`config.mk`:
```
export PLATFORM = sky130hd
export DESIGN_NAME = ready_table_flat
export DESIGN_NICKNAME = d
export VERILOG_FILES = /design/src/rtl/ready_table_if.sv /design/src/rtl/ready_table.sv /design/src/flat_wrapper.sv
export SDC_FILE = /design/constraint.sdc
export NUM_CORES = 1
export LEC_CHECK = 0
export ABC_AREA = 1
export ABC_CLOCK_PERIOD_IN_PS = 7000
export CORE_ASPECT_RATIO = 0.6
export CORE_MARGIN = 2
export CORE_UTILIZATION = 26
export CTS_CLUSTER_DIAMETER = 200
export DETAILED_ROUTE_END_ITERATION = 8
export PLACE_DENSITY = 0.46
export REMOVE_ABC_BUFFERS = 1
export SLEW_MARGIN = 20
export SYNTH_ARGS = -nofsm -noshare
export SYNTH_HDL_FRONTEND = slang
export SYNTH_SLANG_ARGS = --single-unit
export TNS_END_PERCENT = 5
```
`constraint.sdc`:
```
create_clock -name clk -period 7 [get_ports clk]
set_clock_uncertainty 0.2 [all_clocks]
set_input_delay 1.4 -clock clk [delete_from_list [all_inputs] [get_ports clk]]
set_output_delay 1.4 -clock clk [all_outputs]
set_load 0.01 [all_outputs]
```
`src/rtl/ready_table_if.sv`:
```
// Issue-queue readiness query bundle: the issue side drives source IDs per slot
// and the ready table answers with per-source ready bits in the same cycle.
interface ready_table_if #(
  parameter int FETCH_WIDTH = 2,
  parameter int PREG_W      = 6
);
  logic [FETCH_WIDTH*PREG_W-1:0] psrc1;
  logic [FETCH_WIDTH*PREG_W-1:0] psrc2;
  logic [FETCH_WIDTH-1:0]        v1;
  logic [FETCH_WIDTH-1:0]        v2;

  modport master (output psrc1, output psrc2, input  v1, input  v2);
  modport slave  (input  psrc1, input  psrc2, output v1, output v2);
endinterface

```
`src/rtl/ready_table.sv`:
```
// Physical-register busy-bit table: rename clears, wake broadcasts set, flush sets all.
// Queries are combinational and see same-cycle wakes but not same-cycle allocations.
module ready_table #(
  parameter int FETCH_WIDTH      = 2,
  parameter int WAKE_NUM         = 2,
  parameter int PREG_NUM         = 64,
  parameter int PREG_W           = 6,
  parameter bit DUP_ALLOC_ASSERT = 1'b1
) (
  input  logic                          clk,
  input  logic                          resetn,
  input  logic                          flush,
  input  logic [FETCH_WIDTH-1:0]        alloc_valid,
  input  logic [FETCH_WIDTH*PREG_W-1:0] alloc_preg,
  input  logic [WAKE_NUM-1:0]           wake_valid,
  input  logic [WAKE_NUM*PREG_W-1:0]    wake_preg,
  ready_table_if.slave                  rdy,
  output logic [PREG_W:0]               busy_cnt,
  output logic                          err_dup_alloc
);

  localparam int IDX_W = (PREG_NUM > 1) ? $clog2(PREG_NUM) : 1;

  // IDs wrap modulo the table size; a no-op when PREG_NUM is a power of two.
  function automatic logic [IDX_W-1:0] idx(input logic [PREG_W-1:0] id);
    return IDX_W'(32'(id) % PREG_NUM);
  endfunction

  logic [PREG_NUM-1:0] ready_q, ready_d;
  logic [PREG_W:0]     busy_cnt_q, busy_cnt_d;
  logic                err_q;
  logic [PREG_NUM-1:0] alloc_mask, wake_mask;
  logic                dup_alloc;
  logic [FETCH_WIDTH-1:0] v1_d, v2_d;

  // NOTE: every always_comb output gets a default before any conditional
  // assignment, so no path leaves a value unassigned and no latch is inferred.
  always_comb begin
    alloc_mask = '0;
    wake_mask  = '0;
    dup_alloc  = 1'b0;
    for (int i = 0; i < FETCH_WIDTH; i++)
      if (alloc_valid[i]) alloc_mask[idx(alloc_preg[i*PREG_W +: PREG_W])] = 1'b1;
    for (int j = 0; j < WAKE_NUM; j++)
      if (wake_valid[j]) wake_mask[idx(wake_preg[j*PREG_W +: PREG_W])] = 1'b1;
    for (int i = 0; i < FETCH_WIDTH; i++)
      for (int k = i + 1; k < FETCH_WIDTH; k++)
        if (alloc_valid[i] && alloc_valid[k] &&
            idx(alloc_preg[i*PREG_W +: PREG_W]) == idx(alloc_preg[k*PREG_W +: PREG_W]))
          dup_alloc = 1'b1;
  end

  // Alloc wins over wake on the same entry; flush overrides both.
  always_comb begin
    ready_d    = flush ? '1 : ((ready_q | wake_mask) & ~alloc_mask);
    busy_cnt_d = '0;
    for (int k = 0; k < PREG_NUM; k++)
      busy_cnt_d += (PREG_W+1)'(!ready_d[k]);
  end

  // Query reads pre-update state, with same-cycle wakes bypassed in.
  always_comb begin
    v1_d = '0;
    v2_d = '0;
    for (int i = 0; i < FETCH_WIDTH; i++) begin
      v1_d[i] = ready_q[idx(rdy.psrc1[i*PREG_W +: PREG_W])] |
                wake_mask[idx(rdy.psrc1[i*PREG_W +: PREG_W])];
      v2_d[i] = ready_q[idx(rdy.psrc2[i*PREG_W +: PREG_W])] |
                wake_mask[idx(rdy.psrc2[i*PREG_W +: PREG_W])];
    end
  end

  assign rdy.v1        = v1_d;
  assign rdy.v2        = v2_d;
  assign busy_cnt      = busy_cnt_q;
  assign err_dup_alloc = err_q;

  // NOTE: the ready vector is flop-based and must come out of reset all-ready,
  // so unlike a RAM it is included in the asynchronous reset.
  always_ff @(posedge clk or negedge resetn) begin
    if (!resetn) begin
      ready_q    <= '1;
      busy_cnt_q <= '0;
      err_q      <= 1'b0;
    end else begin
      ready_q    <= ready_d;
      busy_cnt_q <= busy_cnt_d;
      err_q      <= err_q | (dup_alloc & ~flush);
    end
  end

  if (DUP_ALLOC_ASSERT) begin : g_dup_chk
    a_no_dup_alloc: assert property (@(posedge clk) disable iff (!resetn)
      !(dup_alloc && !flush));
  end

endmodule

```
`src/flat_wrapper.sv`:
```
// flat-port wrapper written by rule: the top's interface ports become plain ports
module ready_table_flat 
#(
  parameter int FETCH_WIDTH      = 2,
  parameter int WAKE_NUM         = 2,
  parameter int PREG_NUM         = 64,
  parameter int PREG_W           = 6,
  parameter bit DUP_ALLOC_ASSERT = 1'b1
)
  (clk, resetn, flush, alloc_valid, alloc_preg, wake_valid, wake_preg, busy_cnt, err_dup_alloc, rdy_psrc1, rdy_psrc2, rdy_v1, rdy_v2);
  ready_table_if #(.FETCH_WIDTH(FETCH_WIDTH), .PREG_W(PREG_W)) rdy_i ();
  input  logic clk;
  input  logic resetn;
  input  logic flush;
  input  logic [FETCH_WIDTH-1:0] alloc_valid;
  input  logic [FETCH_WIDTH*PREG_W-1:0] alloc_preg;
  input  logic [WAKE_NUM-1:0] wake_valid;
  input  logic [WAKE_NUM*PREG_W-1:0] wake_preg;
  output logic [PREG_W:0] busy_cnt;
  output logic err_dup_alloc;
  input wire logic [$bits(rdy_i.psrc1)-1:0] rdy_psrc1;
  input wire logic [$bits(rdy_i.psrc2)-1:0] rdy_psrc2;
  output wire logic [$bits(rdy_i.v1)-1:0] rdy_v1;
  output wire logic [$bits(rdy_i.v2)-1:0] rdy_v2;
  assign rdy_i.psrc1 = rdy_psrc1;
  assign rdy_i.psrc2 = rdy_psrc2;
  assign rdy_v1 = rdy_i.v1;
  assign rdy_v2 = rdy_i.v2;
  ready_table #(.FETCH_WIDTH(FETCH_WIDTH), .WAKE_NUM(WAKE_NUM), .PREG_NUM(PREG_NUM), .PREG_W(PREG_W), .DUP_ALLOC_ASSERT(DUP_ALLOC_ASSERT)) u_core (.clk(clk), .resetn(resetn), .flush(flush), .alloc_valid(alloc_valid), .alloc_preg(alloc_preg), .wake_valid(wake_valid), .wake_preg(wake_preg), .rdy(rdy_i), .busy_cnt(busy_cnt), .err_dup_alloc(err_dup_alloc));
endmodule
```
==> impl_metrics.ini <==
[outcome]
status = finished with violations
violations = design-rule violations, negative setup slack

[place]
place_hpwl_um = 59800
io_buffers = 66
place.gp.congestion = 1.01
dp.cells = 2944

[clocking]
cts_htree_levels = 3
cts.sinks = 72
numCtsBuffers = 9
cts.reportedPaths.clkPinSlew_ps = 70
insertion_delay_ps = 360
postCtsHoldBufs = 0
cts-root-buf = clkbuf_16
clockBufferDepth = 2
cts_tree = done

[worst_setup_path]
critical_path_class = input port to flip-flop
crit_path_start_kind = input port
end_kind = flip-flop
critPathMaxFanout = 9
r2r_slack_ps = -20
worstPathArrival_ps = 8140
regToRegStartpoint = u_core.ready_q[0]$_DFF_PN1_
crit_required_ps = 7040
crit_path_start = alloc_valid[0]

[sta]
finalHoldViolCount = 0
holdWs_ps = 288
setup_tns_ps = -6170
period_share_pct = 116
setup_slack_ps = -1100
min_period_ps = 8100
worst_pin_slew_ps = 1220
setup_violations = 7
final_max_slew_viol_count = 0
relSlewSlack_pct = 18.5
rsz0062_at_grt = yes
maxClockFrequency_mhz = 123

[route]
vias = 16900
totalWireLength_um = 77000
drtIter0Drc = 2607
viasPerCell = 5.69
wire_per_inst_um = 25.8
ant_nets = 0
drc = 1
drt-pass1-iter-count = 8

[grt]
grt_overflow_total = 0
grt_max_degree = 74
track_usage_pct = 32.4
antenna_found_initial = 0
grt_pass1_wl_um = 108000
grt_pass1_vias = 15500

[pwr]
peakVddDrop_uv = 77.2
p_per_area_nw_per_um2 = 101
leakage_nw = 8.19

[flow_run]
drv_cap = 0

[cells_and_area]
syn_to_final_growth_pct = 49.8
antenna_cells = 0
drive_gt1_share_pct = 30.4
finalNonFillerCells = 2979
final_nets = 2520

[die]
die_w_um = 276
boundaryPins = 67
dieArea_um2 = 46200
die_h_um = 167
initial_core_util_pct = 26.5
coreArea_um2 = 43600
rows = 59

[synth]
synth.top_cell.area_share_pct = 29.1
async_flop_share_pct = 100
synth.area.top_cells = nand3_1 (29%), dfstp_2 (15%), fa_1 (9.4%), inv_1 (8.8%), nand2_1 (7.3%)
synth_common_cells = nand3_1 (670), inv_1 (271), nand2_1 (226), a21oi_1 (134), nor2_1 (112)
seq_area_frac_synth_pct = 16.3
synth_area_um2 = 11500
synth_cell_types = 34
synth_area_per_cell_um2 = 5.98
ys_seq_elements = 72
syn_inst = 1931
synth_ff_type = dfstp_2
synth_edf_count = 0
yosysTopAreaCell = nand3_1
yosysMostFrequentCell = nand3_1
yosysWarnings = 0

[worst_hold_path]
worstHoldStart = u_core.err_dup_alloc$_DFF_PN0_
hp-class = flip-flop to flip-flop
cells in the final DEF, fill, tap and decap left out, types with 20 or more instances in the layout:
| master | n |
|---|---|
| a21oi_1 | 118 |
| buf_4 | 470 |
| clkdlybuf4s50_1 | 28 |
| dfstp_2 | 64 |
| dlymetal6s2s_1 | 23 |
| fa_1 | 46 |
| inv_1 | 245 |
| inv_2 | 27 |
| nand2_1 | 210 |
| nand3_1 | 656 |
| nand3b_1 | 20 |
| nor2_1 | 91 |
| o211ai_1 | 42 |
| o21ai_0 | 90 |
registers in the layout, indices dropped and copies added (netlist names):
signal	flops
u_core.err_dup_alloc	1
u_core.busy_cnt	7
u_core.ready_q	64
stage by stage:
step                util [%]  area [um^2]  total power [mW]  setup slack, ps
floorplan                  -        11100             0.735            -1080
finish                  39.7        17300              1.75            -1100
CTS                     38.2        16600              1.70            -1270
global route            39.7        17300              1.82            -1250
global placement        37.0        16100              1.17            -1990
detailed placement      37.0        16100              1.17            -2030
where the power goes:
part	switching [mW]	internal [mW]
registers	0.00725	0.434
logic	0.495	0.297
clock network	0.206	0.308
total	0.708	1.04
what timing repair did:
item | 4_1_cts | 5_1_grt
resized for setup | 55 | 169
setup buffers | 5 | 13
pin swaps | 13 | 62
setup endpoints to repair | 7 | 7
worst paths after layout:
path / depth (start not counted) / to
worst max-delay path: 27 / u_core.busy_cnt[5]$_DFF_PN0_
worst min register to register: 1 / u_core.err_dup_alloc$_DFF_PN0_
worst min-delay path: 1 / u_core.err_dup_alloc$_DFF_PN0_
max in group asynchronous: 2 / u_core.ready_q[39]$_DFF_PN1_
worst max register to register: 21 / u_core.busy_cnt[5]$_DFF_PN0_
min in group asynchronous: 1 / u_core.busy_cnt[0]$_DFF_PN0_
worst max-delay path: stages:
cell	delay (ps)
clkdlybuf4s15_1	270
clkinv_2	120
buf_6	170
nor3_2	170
buf_4	170
inv_1	90
o221ai_2	180
nand2_2	90
fa_1	520
inv_1	50
fa_2	610
fa_2	500
fa_1	500
fa_1	510
fa_1	520
fa_1	560
inv_2	40
fa_1	490
inv_2	40
fa_2	340
inv_2	80
nor2_2	40
a211oi_2	210
nor2_1	90
o21ai_1	140
nand2_1	70
xor2_1	140
layer usage:
layer  share of wire, %  vias up  track usage (%)
met4                3.0        0             8.43
met1                 46     8118             49.8
li1                   -     7572                -
met2                 37     1119             42.6
met5                  0        -                0
met3                 14      133             9.77
layout make-up:
class                      instances  area (um^2)
fill                            4772        26300
tap                              579          724
clock inverter                     3         47.5
clock buffer                      13          270
timing repair buffer             558         4520
multi-input combinational       1475         8790
sequential                        72         1880
inverter                         279         1050
logic make-up (layout without fill, tap and decap cells):
family / after synthesis / after routing / share of synthesized area [%]
AND/OR/NAND/NOR: 1069 / 1069 / 43.4
XOR/XNOR: 5 / 5 / 0.379
buffers and inverters: 384 / 853 / 12.5
adder cells (fa/ha/maj): 70 / 70 / 11.1
AO/OA/AOI/OAI: 331 / 331 / 16.3
flip-flops: 72 / 72 / 16.3
Note: power is estimated with default switching activity, not from simulation.
